### src/rtl/sensor_debounce.sv
// sensor_debounce: four-channel sensor front end (gas, smoke, humidity, temperature).
// Each raw line passes through a two-flop synchronizer. A per-channel 8-bit counter
// then debounces it on sample_en strobes, so the committed level only changes after
// DEB_COUNT consecutive disagreeing samples.
// Optional feature: define SENSOR_CHATTER_EN to count aborted transitions per channel
// and raise a sticky fault bit once CHATTER_LIMIT is reached.
module sensor_debounce #(
    parameter int DEB_COUNT     = 4,
    parameter int CHATTER_LIMIT = 3
) (
    input  logic       clk,
    input  logic       rst,
    input  logic       sample_en,
    input  logic       raw_g,
    input  logic       raw_s,
    input  logic       raw_h,
    input  logic       raw_t,
    output logic       IG,
    output logic       IS,
    output logic       IH,
    output logic       IT,
    output logic       settled,
    output logic [3:0] fault,
    input  logic       fault_clr
);

    localparam logic [7:0] DEB_LAST = 8'(DEB_COUNT - 1);
    localparam logic [7:0] DEB_FULL = 8'(DEB_COUNT);

    // Channel order everywhere is {t,h,s,g} = [3:0]
    logic [3:0] raw_vec;
    logic [3:0] sync_p0;
    logic [3:0] sync_p1;
    logic [3:0] level;
    logic [7:0] cnt [4];
    logic [7:0] strobe_cnt;
    logic       cnt_all_zero;

    assign raw_vec = {raw_t, raw_h, raw_s, raw_g};

    // Two-flop synchronizer, runs every cycle independent of the sample strobe
    always_ff @(posedge clk or posedge rst) begin
        if (rst) begin
            sync_p0 <= 4'b0000;
            sync_p1 <= 4'b0000;
        end else begin
            sync_p0 <= raw_vec;
            sync_p1 <= sync_p0;
        end
    end

    // Debounce: count consecutive disagreeing samples, commit on the DEB_COUNT-th
    always_ff @(posedge clk or posedge rst) begin
        if (rst) begin
            level <= 4'b0000;
            for (int i = 0; i < 4; i++) begin
                cnt[i] <= 8'd0;
            end
        end else if (sample_en) begin
            for (int i = 0; i < 4; i++) begin
                if (sync_p1[i] == level[i]) begin
                    cnt[i] <= 8'd0;
                end else if (cnt[i] == DEB_LAST) begin
                    level[i] <= ~level[i];
                    cnt[i]   <= 8'd0;
                end else begin
                    cnt[i] <= cnt[i] + 8'd1;
                end
            end
        end
    end

    // Saturating strobe counter so settled cannot assert before one full debounce window
    always_ff @(posedge clk or posedge rst) begin
        if (rst) begin
            strobe_cnt <= 8'd0;
        end else if (sample_en && (strobe_cnt != DEB_FULL)) begin
            strobe_cnt <= strobe_cnt + 8'd1;
        end
    end

    assign cnt_all_zero = (cnt[0] == 8'd0) && (cnt[1] == 8'd0) &&
                          (cnt[2] == 8'd0) && (cnt[3] == 8'd0);
    assign settled      = (strobe_cnt == DEB_FULL) && cnt_all_zero;

    assign {IT, IH, IS, IG} = level;

`ifdef SENSOR_CHATTER_EN
    localparam logic [3:0] CHAT_LIM = 4'(CHATTER_LIMIT);

    logic [3:0] commit;
    logic [3:0] abort;
    logic [3:0] chat     [4];
    logic [3:0] chat_nxt [4];
    logic [3:0] fault_r;

    // Classify each channel's sample: commit ends a transition, abort kills one mid-way
    always_comb begin
        commit = 4'b0000;
        abort  = 4'b0000;
        for (int i = 0; i < 4; i++) begin
            commit[i] = sample_en && (sync_p1[i] != level[i]) && (cnt[i] == DEB_LAST);
            abort[i]  = sample_en && (sync_p1[i] == level[i]) && (cnt[i] != 8'd0);
        end
    end

    // Next chatter count: cleared by a commit, saturating increment on an abort
    always_comb begin
        for (int i = 0; i < 4; i++) begin
            chat_nxt[i] = chat[i];
            if (commit[i]) begin
                chat_nxt[i] = 4'd0;
            end else if (abort[i] && (chat[i] != 4'hF)) begin
                chat_nxt[i] = chat[i] + 4'd1;
            end
        end
    end

    // Chatter counters and sticky fault bits; fault_clr beats a same-cycle set
    always_ff @(posedge clk or posedge rst) begin
        if (rst) begin
            fault_r <= 4'b0000;
            for (int i = 0; i < 4; i++) begin
                chat[i] <= 4'd0;
            end
        end else if (fault_clr) begin
            fault_r <= 4'b0000;
            for (int i = 0; i < 4; i++) begin
                chat[i] <= 4'd0;
            end
        end else begin
            for (int i = 0; i < 4; i++) begin
                chat[i] <= chat_nxt[i];
                if (chat_nxt[i] >= CHAT_LIM) begin
                    fault_r[i] <= 1'b1;
                end
            end
        end
    end

    assign fault = fault_r;
`else
    logic unused_fault_clr;

    assign unused_fault_clr = fault_clr;
    assign fault            = 4'b0000;
`endif

endmodule

### config.mk
export PLATFORM = sky130hd
export DESIGN_NAME = sensor_debounce
export DESIGN_NICKNAME = d
export VERILOG_FILES = /design/src/rtl/sensor_debounce.sv
export SDC_FILE = /design/constraint.sdc
export NUM_CORES = 1
export LEC_CHECK = 0
export CORE_ASPECT_RATIO = 0.9
export CORE_MARGIN = 3
export CORE_UTILIZATION = 56
export DETAILED_ROUTE_END_ITERATION = 12
export DONT_BUFFER_PORTS = 1
export PLACE_DENSITY = 0.81
export SYNTH_ARGS = -nofsm -noshare
export SYNTH_HDL_FRONTEND = slang
export SYNTH_SLANG_ARGS = --single-unit
### constraint.sdc
create_clock -name clk -period 1.85 [get_ports clk]
set_input_delay 0.37 -clock clk [delete_from_list [all_inputs] [get_ports clk]]
set_output_delay 0.37 -clock clk [all_outputs]
set_load 0.01 [all_outputs]
==> results of run 1 <==
cells by family after synthesis:
| logic type | Yosys count | share of synthesized area, % |
|---|---|---|
| other | 1 | 0.144 |
| buffers and inverters | 23 | 4.19 |
| AND/OR/NAND/NOR | 80 | 16.3 |
| multiplexers | 7 | 3.03 |
| XOR/XNOR | 18 | 6.06 |
| AO/OA/AOI/OAI | 54 | 15.4 |
| adder cells (fa/ha/maj) | 10 | 4.81 |
| flip-flops | 52 | 50.0 |
cells in the final DEF (no fill, tap or decap), types with 8 or more instances in the layout:
master / n
a21oi_1: 10
a31oi_1: 10
and3_1: 8
buf_4: 25
dfrtp_1: 52
ha_1: 10
inv_1: 11
nand2_1: 22
nand3_1: 14
o21ai_0: 12
xnor2_1: 15
flip-flops by register name, summed over array words and instances (netlist names):
register,flops
strobe_cnt,8
cnt,32
level,4
sync_p0,4
sync_p1,4
path summary, 6_finish.rpt:
path	startpoint	endpoint	slack (ns)	cells past startpoint
min	raw_h	sync_p0[2]	0.08	0
max	cnt[26]	settled	-0.28	4
max in group asynchronous	rst	strobe_cnt[2]	1.04	3
max reg2reg	cnt[21]	cnt[16]	-0.09	5
min in group asynchronous	rst	cnt[15]	0.55	3
min reg2reg	sync_p0[0]	sync_p1[0]	0.35	0
stage by stage:
| stage | setup WS, ns | hold slack [ns] | cell area (um2) |
|---|---|---|---|
| after detailed placement | -0.106 | 0.325 | 2830 |
| after global placement | -0.0816 | 0.322 | 2830 |
| after global routing | -0.359 | 0.0643 | 3040 |
| final | -0.282 | 0.0774 | 3040 |
| after CTS | -0.313 | 0.0755 | 3000 |
| after floorplan | 0.0000721 | 0.331 | 2620 |
routing by layer:
layer | global-route usage, % | vias up | wire length [um]
met3 | 3.69 | 8 | 210
met1 | 25.4 | 993 | 2280
met4 | 5.34 | 0 | 51
li1 | - | 944 | -
met2 | 32.6 | 39 | 2480
met5 | 0 | - | 0
worst reg2reg max path, stage by stage, from the launching register on:
cell and delay [ns]:
dfrtp_1 0.39, or4_4 0.57, buf_6 0.14, o311a_4 0.34, buf_6 0.14, mux2_4 0.26
power groups by stage:
stage,sequential [mW],clock [mW],combinational (mW)
floorplan,1.65,0,0.851
global placement,1.69,0,1.19
detailed placement,1.70,0,1.24
CTS,1.69,0.685,1.32
global route,1.75,0.732,1.56
finish,1.69,0.665,1.38
timing repair:
action	in CTS	in global routing
pin swaps	2	3
hold endpoints to repair	42	0
hold buffers	1	0
endpoints found under the setup margin	3	14
buffers inserted	4	1
gates resized for setup	8	9
layout make-up:
| class | instances | area, um2 |
|---|---|---|
| inverter | 13 | 48.8 |
| clock buffer | 7 | 86.3 |
| sequential | 52 | 1300 |
| fill | 298 | 1220 |
| tap | 60 | 75.1 |
| timing repair buffer | 30 | 251 |
| multi-input combinational | 173 | 1270 |
| clock inverter | 1 | 7.51 |
==> results.cfg, run 1 <==
[run_status]
outcome = finished, violations left
violations = setup timing

[pwr]
powerDensity_mw_per_mm2 = 1230
combPwrFrac_pct = 36.9
netSwitchingFraction_pct = 35.2
p_leak_nw = 1.38
netSwitchingPower_mw = 1.32
irDropWorstVdd_mv = 0.800
power_frac_seq_pct = 45.3
p_int_mw = 2.42
finalPower_mw = 3.74
clockPowerShare_pct = 17.8

[setup_path]
path_cells = or4_4 > nor3_4 > nand4_1 > nor2_2
critPathBufInv = 0
slowest_delay_ns = 0.57
critPathArrivalTime_ns = 1.76
slowest_stage = or4_4
setup.worst_path.start_class = flop
crit_fanout = 2
critical-path-top-delay-family = simple AND/OR/NAND/NOR gates
critical_path.endpoint_type = primary output
cp.required_ns = 1.48
crit_type = reg -> out

[timing]
fin_crit_ns = 2.13
setup_slack_ns = -0.282
period_share_pct = 115
setup_viol = 8
hold_viol_final = 0
fmax_ghz = 0.469
grt_setup_unrepaired = yes
drv_slew = 0
fin_skew_ns = 0.0144
fin_tns_setup_ns = -0.669

[final_layout]
layout.cells.non_filler = 336
utilization_pct = 71.3
diodes = 0
drive_above_1_share_pct = 20.7
layout.nets = 293
area_growth_syn_to_layout_pct = 17.0

[global_routing]
grt_overflow = 0
grt_usage_pct = 19.3
grt_max_degree = 53
first_global_vias = 1932
antenna_found_initial = 0
grt_pass1_wl_um = 8620

[place]
gp_congestion = 0.814
dp.cells = 323
hpwl_um = 3350
port_buffers = 0

[die]
ioPinCount = 17
design.core.area_mm2 = 0.00427
fp.dieH_um = 70.6
initial_utilization_pct = 60.9
die_area_mm2 = 0.00550
die_x_um = 77.8
core.rowCount = 22

[logic_synthesis]
synth_edf_count = 0
ys_types = 43
ys_top_cells_by_area = dfrtp_1, xnor2_1, ha_1
synth_seq_cells = 52
yosysTopAreaCell = dfrtp_1
ys.flop_type = dfrtp_1
synth_common_cells = dfrtp_1, nand2_1, xnor2_1
synth_warnings = 0
async_reset_ff_share_pct = 100
syn_inst = 245
syn_area_mm2 = 0.00260
seq_area_frac_synth_pct = 50.0
avgSynthCellArea_um2 = 10.6
synth_top_cell_area_share_pct = 50.0
synth.most_common_cell = dfrtp_1

[clock_network]
clock-sinks = 52
cts_buffers = 5
cts_max_path_buffers = 2
insertion_delay_ns = 0.31
htreeDepth = 2
cts_tree = done
cts-root-buf = clkbuf_8
path_clk_slew_ns = 0.10

[detailed_routing]
drt-initial-drc-count = 85
routedWlPerCell_um = 15.0
dr_total_vias = 1984
drtAntennaViolNets = 0
drcViolationCount = 0
firstDrtPassIters = 4
wirelength_um = 5030
drt-vias-per-instance = 5.90

[min_path]
hp-class = in -> reg

[flow_run]
drv_cap = 0
Note: power is estimated with default switching activity, not from simulation.
==> run 2, diff against run 1 <==
--- a/config.mk
+++ b/config.mk
@@ -10,6 +10,7 @@
 export CORE_UTILIZATION = 56
 export DETAILED_ROUTE_END_ITERATION = 12
 export DONT_BUFFER_PORTS = 1
+export GPL_TIMING_DRIVEN = 0
 export PLACE_DENSITY = 0.81
 export SYNTH_ARGS = -nofsm -noshare
 export SYNTH_HDL_FRONTEND = slang
==> run 2 against run 1 <==
Against the previous run:
- largest cell class is now multi-input gates
- critical endpoint unchanged
- largest power group unchanged
- register-to-register slack barely moved
- die area unchanged
- clock power is 8.1% lower
- critical path type unchanged
- the flow still finishes with violations (setup timing)
- total power fell by 1.8%
- via count fell by 3.5%
==> results.cfg, run 2 (synthesis results as in run 1) <==
[run_status]
outcome = finished, violations left
violations = setup timing

[timing]
holdWs_ns = 0.0827
setup_slack_ns = -0.318
drv_slew = 0
period_share_pct = 117
fmax_ghz = 0.461
fin_crit_ns = 2.17
hold_viol_final = 0
setup_viol = 7
tightest_slew_ns = 0.611
maxSlewHeadroom_pct = 59.3
fin_skew_ns = 0.00958
grt_setup_unrepaired = yes

[place]
dp.cells = 309
hpwl_um = 3270
port_buffers = 0
gp_congestion = 0.810

[global_routing]
grt_usage_pct = 19.1
grt_max_degree = 32
antenna_found_initial = 0
first_global_vias = 1800
grt_overflow = 0
grt_pass1_wl_um = 8360

[clock_network]
insertion_delay_ns = 0.30
clock-sinks = 52
cts-root-buf = clkbuf_8
path_clk_slew_ns = 0.09
htreeDepth = 2
cts_tree = done
cts_max_path_buffers = 2
cts_buffers = 5

[detailed_routing]
wirelength_um = 5030
drt-vias-per-instance = 5.85
drtAntennaViolNets = 0
dr_total_vias = 1914
firstDrtPassIters = 5
routedWlPerCell_um = 15.4
drt-initial-drc-count = 135
drcViolationCount = 0

[die]
fp.dieH_um = 70.6
design.core.area_mm2 = 0.00427
die_x_um = 77.8
die_area_mm2 = 0.00550
core.rowCount = 22
ioPinCount = 17
initial_utilization_pct = 60.9

[final_layout]
layout.cells.non_filler = 327
top_regs = cnt x32, strobe_cnt x8
drive_above_1_share_pct = 18.0
final_common_cell = dfrtp_1
multi_input_comb_area_mm2 = 0.00130
top_register = cnt
layout.nets = 285
largest_reg_flops = 32
fillCellCount = 324
final_cell_mix = dfrtp_1, nand2_1, xnor2_1
area_growth_syn_to_layout_pct = 14.4
regArea_mm2 = 0.00130
diodes = 0

[setup_path]
critical_path.endpoint_type = primary output
critPathArrivalTime_ns = 1.80
crit_fanout = 2
critPathBufInv = 0
critical-path-top-delay-family = simple AND/OR/NAND/NOR gates
path_cells = or4_4 > nor3_4 > nand4_1 > nor2_2
setup.worst_path.start_class = flop
slowest_stage = or4_4
cp.required_ns = 1.48
crit_type = reg -> out
slowest_delay_ns = 0.54

[pwr]
irDropWorstVdd_mv = 0.909
powerDensity_mw_per_mm2 = 1230
finalPower_mw = 3.67
p_leak_nw = 1.33

[flow_run]
drv_cap = 0

[min_path]
hp-class = in -> reg
[run 2: per-stage QoR]
step | util (%) | setup TNS (ns) | worst slack [ns] | instance area, um2
4_1_cts | 68.5 | -0.950 | -0.337 | 2920
3_3_place_gp | 63.1 | -15.67 | -0.293 | 2690
3_5_place_dp | 63.5 | -0.703 | -0.239 | 2710
5_1_grt | 69.7 | -1.46 | -0.371 | 2970
2_1_floorplan | - | 0 | 0.0000721 | 2620
6_report | 69.7 | -0.672 | -0.318 | 2970
[run 2: what timing repair did]
action	CTS	global route
hold endpoints to repair	21	0
setup buffers	10	1
hold buffers	1	0
pin swaps	6	4
endpoints found under the setup margin	11	21
resized for setup	11	8
[run 2: where the power goes]
| group | leakage (nW) | switching, mW | total (mW) | internal (mW) |
|---|---|---|---|---|
| registers | 0.680 | 0.325 | 1.72 | 1.40 |
| logic | 0.612 | 0.664 | 1.34 | 0.673 |
| clock network | 0.0410 | 0.353 | 0.611 | 0.258 |
[run 2: layer usage]
metal  track usage (%)  part of all wire (%)  vias to the layer above
met3              3.69                   3.4                        5
met5                 0                     0                        -
met4              6.72                   1.0                        0
met2              30.3                    49                       32
li1                  -                     -                      923
met1              26.5                    47                      954
[run 2: cell type report]
type / instances / area share, %
plain buffers: 10 / 2.06
clock buffers: 6 / 2.44
clock inverters: 1 / 0.168
inverters: 13 / 1.64
multi-input cells: 173 / 43.8
flip-flops and latches: 52 / 43.8
well taps: 60 / 2.52
repair buffers: 12 / 3.53
[run 2: path summary, 6_finish.rpt]
kind / start / end / slack (ns) / depth (start not counted)
setup / recovery: cnt[26] / settled / -0.32 / 4
hold / removal: raw_h / sync_p0[2] / 0.08 / 0
setup reg to reg: cnt[26] / cnt[27] / -0.08 / 6
hold reg to reg: sync_p0[3] / sync_p1[3] / 0.35 / 0
max in group asynchronous: rst / cnt[0] / 0.79 / 3
min in group asynchronous: rst / cnt[30] / 0.54 / 2
[run 2: worst register-to-register path: stages (launching register included)]
cell and delay, ns:
dfrtp_2 0.42, or4_4 0.54, buf_4 0.16, o41ai_4 0.30, buf_4 0.20, nor4b_1 0.05, a21o_1 0.16
==> run 3, diff against run 2 <==
--- a/config.mk
+++ b/config.mk
@@ -7,11 +7,12 @@
 export LEC_CHECK = 0
 export CORE_ASPECT_RATIO = 0.9
 export CORE_MARGIN = 3
-export CORE_UTILIZATION = 56
+export CORE_UTILIZATION = 32
 export DETAILED_ROUTE_END_ITERATION = 12
 export DONT_BUFFER_PORTS = 1
 export GPL_TIMING_DRIVEN = 0
-export PLACE_DENSITY = 0.81
+export MAX_ROUTING_LAYER = met4
+export PLACE_DENSITY = 0.54
 export SYNTH_ARGS = -nofsm -noshare
 export SYNTH_HDL_FRONTEND = slang
 export SYNTH_SLANG_ARGS = --single-unit
==> run 3 against run 2 <==
Against the previous run:
- the run still ends with setup timing left
- utilization decreased by 30 points
- die area increased by 68%
- sequential cell count unchanged
- sequential share of layout area is 0.87 points lower
- routed wire length is 5.1% higher
- via count is 1.6% lower
- count of clock-buffer cells in the layout rose by 1
- combinational power barely moved
- global-route usage decreased by 6.8 points
- clock power rose by 15%
- largest cell class is now sequential cells
- largest power group unchanged
==> results.cfg, run 3 (synthesis results as in run 1) <==
[pwr]
combPwrFrac_pct = 35.9
netSwitchingFraction_pct = 35.5
power_frac_seq_pct = 45.5
irDropWorstVdd_mv = 0.555
netSwitchingPower_mw = 1.34
p_leak_nw = 1.34
p_int_mw = 2.43
powerDensity_mw_per_mm2 = 1240
clockPowerShare_pct = 18.6

[setup_path]
r2r-start = cnt[26]
critPathArrivalTime_ns = 1.87
r2r_cells = 8
reg2reg_to = cnt[25]
regToRegSetupSlack_ns = -0.13
crit_fanout = 2
cp.required_ns = 1.48
critical_path.endpoint_type = primary output
crit_type = reg -> out
setup.worst_path.start_class = flop
critical_path.startpoint = cnt[22]

[detailed_routing]
drtAntennaViolNets = 0
dr_total_vias = 1884
drt-vias-per-instance = 5.16
wirelength_um = 5280
drt-initial-drc-count = 107
routedWlPerCell_um = 14.5
firstDrtPassIters = 4
drcViolationCount = 0

[global_routing]
first_global_vias = 1848
grt_overflow = 0
antenna_found_initial = 0
grt_pass1_wl_um = 8990
grt_max_degree = 31
grt_usage_pct = 12.3

[clock_network]
clock-sinks = 52
cts_tree = done
cts_buffers = 5
cts-root-buf = clkbuf_8
path_clk_slew_ns = 0.09
insertion_delay_ns = 0.30
cts_max_path_buffers = 2
htreeDepth = 2

[final_layout]
area_growth_syn_to_layout_pct = 16.7
largest_reg_flops = 32
final_cell_mix = dfrtp_1, nand2_1, xnor2_1
utilization_pct = 39.2
top_regs = cnt x32, strobe_cnt x8
drive_above_1_share_pct = 18.2
diodes = 0
final_cell_area_mm2 = 0.00303
top_register = cnt
final_common_cell = dfrtp_1
layout.nets = 287

[min_path]
worstHoldStart = raw_g
hp-class = in -> reg
min_to = sync_p0[0]
hold_path_depth = 0

[timing]
setup_slack_ns = -0.390
fin_crit_ns = 2.24
hold_viol_final = 0
drv_slew = 0
period_share_pct = 121
holdWs_ns = 0.0862
tightest_slew_ns = 0.697
fmax_ghz = 0.446
maxSlewHeadroom_pct = 53.6
grt_setup_unrepaired = yes
setup_viol = 9
fin_skew_ns = 0.00369

[die]
die_x_um = 101
core.rowCount = 30
fp.dieH_um = 91.5
ioPinCount = 17
die_area_mm2 = 0.00924
design.core.area_mm2 = 0.00773
initial_utilization_pct = 33.6

[run_status]
outcome = finished, violations left
violations = setup timing

[flow_run]
drv_cap = 0

[place]
gp_congestion = 0.789
port_buffers = 0
hpwl_um = 3480
post_dp_cell_area_mm2 = 0.00276
run 3: cell count changes in the layout (fill, tap and decap cells not counted), sizes merged:
cell    previous run  this run
clkinv             2         1
clkbuf            11        12
buf               16        18
run 3: power groups by stage:
stage / clock, mW / sequential, mW / combinational (mW)
detailed placement: 0 / 1.73 / 1.05
floorplan: 0 / 1.65 / 0.851
CTS: 0.723 / 1.71 / 1.21
finish: 0.702 / 1.71 / 1.35
global route: 0.760 / 1.76 / 1.54
global placement: 0 / 1.72 / 1.03
run 3: worst max-delay path by stage:
stage / to / slack, ns
after global routing: settled / -0.47
after detailed placement: settled / -0.39
after global placement: level[1] / -0.44
after floorplan: settled / 0.00007
final: settled / -0.39
after CTS: settled / -0.44
run 3: layout make-up:
type                            instances  area [um2]
Fill cell                             766        4700
Sequential cell                        52        1300
Multi-Input combinational cell        173        1280
Timing Repair Buffer                   14         128
Tap cell                               96         120
Clock buffer                            7        96.3
Buffer                                 10        61.3
Inverter                               13        48.8
run 3: worst max-delay path, stage by stage (launching register included):
cell,delay (ns)
dfrtp_1,0.41
or4_4,0.56
nor3_2,0.17
nand4_1,0.22
nor2_4,0.20
run 3: timing repair:
item                                    4_1_cts  5_1_grt
endpoints found under the setup margin       11       16
buffers inserted                              8        4
hold buffers                                  1        0
pin swaps                                     7        6
gates resized for setup                       8       10
endpoints found under the hold margin        22        0
run 3: layer usage:
layer | global-route usage, % | up-vias | wire length [um]
li1 | - | 922 | -
met1 | 18.0 | 912 | 2720
met2 | 16.8 | 42 | 2200
met3 | 2.92 | 8 | 269
met4 | 3.77 | 0 | 96
met5 | - | - | 0
run 3: per-stage QoR:
step | total power [mW] | std cells | setup WS, ns | TNS [ns]
after floorplan | 2.50 | 248 | 0.0000721 | 0
after global placement | 2.75 | 344 | -0.441 | -24.06
after detailed placement | 2.78 | 345 | -0.394 | -1.54
after CTS | 3.64 | 361 | -0.442 | -0.899
after global routing | 4.06 | 365 | -0.466 | -1.90
final | 3.77 | 365 | -0.390 | -0.989
